File: config.mk
export PLATFORM = sky130hd
export DESIGN_NAME = stream_mux_rr_flat
export DESIGN_NICKNAME = d
export VERILOG_FILES = /design/src/rtl/stream_mux_rr_if.sv /design/src/rtl/stream_mux_rr.sv /design/src/flat_wrapper.sv
export SDC_FILE = /design/constraint.sdc
export NUM_CORES = 1
export LEC_CHECK = 0
export CAP_MARGIN = 10
export CORE_MARGIN = 5
export CORE_UTILIZATION = 39
export DETAILED_ROUTE_END_ITERATION = 7
export GPL_TIMING_DRIVEN = 0
export PLACE_DENSITY_LB_ADDON = 0.05
export SLEW_MARGIN = 20
export SYNTH_ARGS = -nofsm -noshare
export SYNTH_HDL_FRONTEND = slang
export SYNTH_SLANG_ARGS = --single-unit
File: constraint.sdc
create_clock -name clk -period 4.02 [get_ports clk]
set_clock_uncertainty 0.15 [all_clocks]
set_input_delay 1.206 -clock clk [delete_from_list [all_inputs] [get_ports clk]]
set_output_delay 1.206 -clock clk [all_outputs]
set_load 0.01 [all_outputs]
File: src/rtl/stream_mux_rr_if.sv
// Bundle of the N producer streams and the single consumer stream around stream_mux_rr.
// in_last/out_last exist only when STMUX_PKT_LOCK_EN is defined.
interface stream_mux_rr_if #(
    parameter int WIDTH = 8,
    parameter int N     = 4
);
    localparam int SELW = $clog2(N);

    logic [N*WIDTH-1:0] in_data;
    logic [N-1:0]       in_valid;
    logic [N-1:0]       in_ready;
    logic [WIDTH-1:0]   out_data;
    logic               out_valid;
    logic               out_ready;
    logic [SELW-1:0]    out_chan;
`ifdef STMUX_PKT_LOCK_EN
    logic [N-1:0]       in_last;
    logic               out_last;

    modport master (
        output in_data, in_valid, in_last, out_ready,
        input  in_ready, out_data, out_valid, out_chan, out_last
    );
    modport slave (
        input  in_data, in_valid, in_last, out_ready,
        output in_ready, out_data, out_valid, out_chan, out_last
    );
`else
    modport master (
        output in_data, in_valid, out_ready,
        input  in_ready, out_data, out_valid, out_chan
    );
    modport slave (
        input  in_data, in_valid, out_ready,
        output in_ready, out_data, out_valid, out_chan
    );
`endif
endinterface

File: src/rtl/stream_mux_rr.sv
// N-to-1 valid/ready stream mux with a one-entry output register and select or round-robin
// arbitration. Define STMUX_PKT_LOCK_EN to hold the grant on one channel until in_last.
module stream_mux_rr #(
    parameter int WIDTH = 8,
    parameter int N     = 4
) (
    input  logic                 clk,
    input  logic                 rst,
    input  logic                 mode,
    input  logic [$clog2(N)-1:0] sel,
    stream_mux_rr_if.slave       bus
);
    localparam int SELW = $clog2(N);

    logic             load_en_s;
    logic             xfer_s;
    logic             sel_ok_s;
    logic             rr_ok_s;
    logic             gnt_ok_s;
    logic [SELW-1:0]  rr_gnt_s;
    logic [SELW-1:0]  gnt_s;
    logic [SELW-1:0]  idx_s;
    logic [N-1:0]     ready_s;
    logic [WIDTH-1:0] gnt_data_s;
    logic [SELW-1:0]  ptr_r;
    logic [SELW-1:0]  out_chan_r;
    logic [WIDTH-1:0] out_data_r;
    logic             out_valid_r;
`ifdef STMUX_PKT_LOCK_EN
    logic             lock_r;
    logic [SELW-1:0]  lock_ch_r;
    logic             out_last_r;
`endif

    assign load_en_s  = !out_valid_r || bus.out_ready;
    assign sel_ok_s   = (int'(sel) < N) ? bus.in_valid[sel] : 1'b0;
    assign gnt_data_s = bus.in_data[int'(gnt_s)*WIDTH +: WIDTH];

    // Round-robin search: scanning from farthest to nearest lets the channel right after ptr win.
    always_comb begin
        rr_gnt_s = '0;
        rr_ok_s  = 1'b0;
        idx_s    = '0;
        for (int k = N; k >= 1; k--) begin
            idx_s = SELW'((int'(ptr_r) + k) % N);
            if (bus.in_valid[idx_s]) begin
                rr_gnt_s = idx_s;
                rr_ok_s  = 1'b1;
            end else begin
                rr_gnt_s = rr_gnt_s;
                rr_ok_s  = rr_ok_s;
            end
        end
    end

    // Final grant: mode choice, overridden by an open packet lock.
    always_comb begin
        gnt_s    = '0;
        gnt_ok_s = 1'b0;
        if (mode) begin
            gnt_s    = rr_gnt_s;
            gnt_ok_s = rr_ok_s;
        end else begin
            gnt_s    = sel;
            gnt_ok_s = sel_ok_s;
        end
`ifdef STMUX_PKT_LOCK_EN
        if (lock_r) begin
            gnt_s    = lock_ch_r;
            gnt_ok_s = bus.in_valid[lock_ch_r];
        end else begin
            gnt_s    = gnt_s;
            gnt_ok_s = gnt_ok_s;
        end
`endif
    end

    // One-hot ready toward the granted producer, blocked during reset.
    always_comb begin
        ready_s = '0;
        for (int i = 0; i < N; i++) begin
            ready_s[i] = !rst && load_en_s && gnt_ok_s && (gnt_s == SELW'(i));
        end
    end

    assign bus.in_ready = ready_s;
    assign xfer_s       = |(ready_s & bus.in_valid);

    // Output register and round-robin pointer.
    always_ff @(posedge clk or posedge rst) begin
        if (rst) begin
            out_valid_r <= 1'b0;
            out_data_r  <= '0;
            out_chan_r  <= '0;
            ptr_r       <= SELW'(N - 1);
        end else if (xfer_s) begin
            out_valid_r <= 1'b1;
            out_data_r  <= gnt_data_s;
            out_chan_r  <= gnt_s;
            ptr_r       <= gnt_s;
        end else if (bus.out_ready) begin
            out_valid_r <= 1'b0;
        end
    end

`ifdef STMUX_PKT_LOCK_EN
    // Packet lock opens on a non-last beat and closes on the last one.
    always_ff @(posedge clk or posedge rst) begin
        if (rst) begin
            lock_r     <= 1'b0;
            lock_ch_r  <= '0;
            out_last_r <= 1'b0;
        end else if (xfer_s) begin
            lock_r     <= !bus.in_last[gnt_s];
            lock_ch_r  <= gnt_s;
            out_last_r <= bus.in_last[gnt_s];
        end
    end

    assign bus.out_last = out_last_r;
`endif

    assign bus.out_valid = out_valid_r;
    assign bus.out_data  = out_data_r;
    assign bus.out_chan  = out_chan_r;
endmodule

File: src/flat_wrapper.sv
// flat-port wrapper written by rule: the top's interface ports become plain ports
module stream_mux_rr_flat 
#(
    parameter int WIDTH = 8,
    parameter int N     = 4
)
  (clk, rst, mode, sel, bus_in_data, bus_in_valid, bus_out_ready, bus_in_ready, bus_out_data, bus_out_valid, bus_out_chan);
  stream_mux_rr_if #(.WIDTH(WIDTH), .N(N)) bus_i ();
  input  logic clk;
  input  logic rst;
  input  logic mode;
  input  logic [$clog2(N)-1:0] sel;
  input wire logic [$bits(bus_i.in_data)-1:0] bus_in_data;
  input wire logic [$bits(bus_i.in_valid)-1:0] bus_in_valid;
  input wire logic [$bits(bus_i.out_ready)-1:0] bus_out_ready;
  output wire logic [$bits(bus_i.in_ready)-1:0] bus_in_ready;
  output wire logic [$bits(bus_i.out_data)-1:0] bus_out_data;
  output wire logic [$bits(bus_i.out_valid)-1:0] bus_out_valid;
  output wire logic [$bits(bus_i.out_chan)-1:0] bus_out_chan;
  assign bus_i.in_data = bus_in_data;
  assign bus_i.in_valid = bus_in_valid;
  assign bus_i.out_ready = bus_out_ready;
  assign bus_in_ready = bus_i.in_ready;
  assign bus_out_data = bus_i.out_data;
  assign bus_out_valid = bus_i.out_valid;
  assign bus_out_chan = bus_i.out_chan;
  stream_mux_rr #(.WIDTH(WIDTH), .N(N)) u_core (.clk(clk), .rst(rst), .mode(mode), .sel(sel), .bus(bus_i));
endmodule
==> qor.yml <==
dp.cells: 203
crit_slowest_cell: "a31o_2"
areaGrowthSynthToFinish_pct: 61.16
cpLargestDelayFamily: "buffers and inverters"
synth_top_area_share_pct: 25.58
cp.required_ns: 2.66
grt-ovfl-total: 0
die_w_um: 62.53
synth_fp_nets: 159
synth-compound-area-share_pct: 34.53
synthSimpleGateAreaFrac_pct: 12.91
cts_buffer_depth: 2
yosys-top-cells-area: "dfrtp_1, a2111oi_2, mux2i_1, a221oi_1, dfstp_2"
layout-drive-gt1-share_pct: 27.22
vias: 1142
startpoint_type: "input pin"
worst_r2r_startpoint: "u_core.ptr_r[1]"
ioPinCount: 57
cp.arrival_ns: 2.59
multiInputGateArea_um2: 643.1
stdcell_count: 211
grt_setup_unrepaired: "yes"
synthXorXnorAreaFrac_pct: 0
cts_max_level: 1
start_util_pct: 39.70
drv_slew: 0
yosysWarnings: 0
clk_latency_ns: 0.28
total_power_mw: 0.5944
setup.worst_path.end_class: "primary output"
final.fill_count: 257
num_antenna_cells: 0
gp_congestion: 0.7642
holdCritPathClass: "flip-flop to flip-flop"
period_share_pct: 98.20
yosysTopAreaCell: "dfrtp_1"
ys_seq_elements: 13
dp_hpwl_um: 2407
slew_headroom_pct: 68.37
path_buf_inv: 3
synth_area_mm2: 0.001076
synth-edff-count: 0
ys_async_sr_fraction_pct: 100.0
worst_slew_pin_slew_ns: 0.4739
hold_buffers: 0
synth_common_cells: "inv_1, dfrtp_1, nand2_1"
ys_seq_area_share_pct: 30.47
worstPathCellList: "clkdlybuf4s15_2 > nor2b_1 > o221ai_2 > a31o_2 > nor2b_1 > buf_4 > and2_1 > buf_2"
antenna_found_initial: 0
cp_max_fo: 6
firstDrtPassIters: 4
min_period_ns: 3.948
grt_pass1_wl_um: 5112
num_rows: 19
grt_max_degree: 14
power_leakage_nw: 0.7749
cts.clk_slew.worst_paths_ns: 0.09
clock-root-buffer: "clkbuf_4"
cts_sinks: 13
syn_inst: 117
critPathMaxStageDelay_ns: 0.29
worstHoldPathCells: 1
seq_area_um2: 327.8
die_h_um: 62.53
grt_pass1_vias: 1113
avgSynthCellArea_um2: 9.197
routed_wl_um: 3018
rrSetupSlack_ns: 1.69
post_drt_wl_per_cell_um: 14.30
hold_viol: 0
drc: 0
synthAdderAreaFrac_pct: 0
core_mm2: 0.002710
worstHoldStart: "u_core.bus.out_chan[0]"
nets: 223
cp_common_cell: "nor2b_1"
maxCapViolations: 0
cts_buffers: 3
synth_top_family_by_area: "compound AO/OA/AOI/OAI gates"
finalSetupViolCount: 0
drt-initial-drc-count: 20
design.die.area_mm2: 0.003909
synth_cell_types: 35
worstSetupPathType: "input pin to primary output"
routed_via_density: 5.412
vdd_ir_drop_max_mv: 0.1975
synth_most_common_cell: "inv_1"
r2r_cells: 8
port_buffers: 55
rr_endpoint: "u_core.bus.out_data[3]"
min_to: "u_core.bus.out_chan[0]"
outcome: "finished, final reports clean"
powerDensity_mw_per_mm2: 342.8
cts_tree: "yes"
postRouteAntennaNets: 0
ys.flop_type: "dfrtp_1"
fmax_mhz: 253.3
grt_util_all_layers_pct: 15.64
synthMuxAreaShare_pct: 9.535
[metrics by stage]
stage,cell area [um2],hold slack (ns),TNS [ns],util [%],setup WS [ns]
6_report,1734,0.3411,0,63.99,0.07247
5_1_grt,1734,0.3747,-0.009577,63.99,-0.009577
4_1_cts,1743,0.3468,0,64.31,0.02724
3_5_place_dp,1665,0.3276,-3.650,61.45,-0.9250
3_3_place_gp,1665,0.3146,-3.636,61.45,-0.9201
2_1_floorplan,1076,0.3620,0,-,0.2209
[worst reg2reg max path: cells and delay by family, from the launching register on]
family                 cells  cell delay [ns]
AO/OA/AOI/OAI              4             0.96
buffers and inverters      3             0.48
flip-flops                 1             0.53
multiplexers               1             0.08
[report_power, final]
group	switching [mW]	internal (mW)	leakage, nW	total (mW)
clock network	0.0469	0.0370	0.0177	0.0839
logic	0.138	0.177	0.612	0.316
registers	0.0239	0.171	0.145	0.195
[layout make-up]
class	instances	share of cell area, %
timing repair buffer	60	31.89
buffer	10	5.051
clock buffer	3	1.299
inverter	15	3.247
sequential	13	18.90
clock inverter	1	0.2886
tap	31	2.237
multi-input combinational	78	37.09
[registers in the layout (all words and copies together), names as in the netlist]
register and flops:
u_core.bus.out_chan 2, u_core.bus.out_data 8, u_core.bus.out_valid 1, u_core.ptr_r 2
[cells in the final DEF, fill, tap and decap left out, types with 2 or more instances in the layout]
cell type	netlist	final
o211ai_1	2	2
clkbuf_4	0	3
inv_1	14	14
a21o_1	3	3
and2_1	2	2
dfrtp_1	11	11
a21oi_1	9	9
a221oi_2	2	2
buf_4	5	7
mux2i_1	8	8
dlygate4sd2_1	0	2
nor2_1	6	5
a2111oi_2	7	7
nand2_1	11	11
clkdlybuf4s50_1	0	43
clkbuf_2	0	2
a221oi_1	7	7
buf_2	3	7
nor2b_1	4	4
dfstp_2	2	2
buf_6	2	6
[worst max path at each step]
stage,start,to,depth (start not counted)
2_1_floorplan,sel[0],bus_in_ready[0],5
3_3_place_gp,bus_in_valid[1],bus_in_ready[3],8
3_5_place_dp,sel[0],bus_in_ready[1],7
4_1_cts,bus_in_valid[2],bus_in_ready[1],8
5_1_grt,bus_in_valid[0],bus_in_ready[0],8
6_report,bus_in_valid[0],bus_in_ready[2],8
[what timing repair did]
| item | CTS | global route |
|---|---|---|
| resized for setup | 41 | 7 |
| setup endpoints to repair | 4 | 4 |
| setup buffers | 5 | 0 |
| pin swaps | 5 | 1 |
[logic make-up (layout without fill, tap and decap cells)]
logic type,Yosys count,after routing
AO/OA/AOI/OAI,40,40
AND/OR/NAND/NOR,29,29
buffers and inverters,26,89
flip-flops,13,13
multiplexers,9,9
[per-layer routing]
layer  vias up  routed length (um)  global-route usage [%]
met3         6                 165                   2.518
met4         0                  61                   7.692
li1        555                   -                       -
met5         -                   0                       0
met1       537                1370                   20.59
met2        44                1420                   24.61
Power figures use the tool's default switching activity.
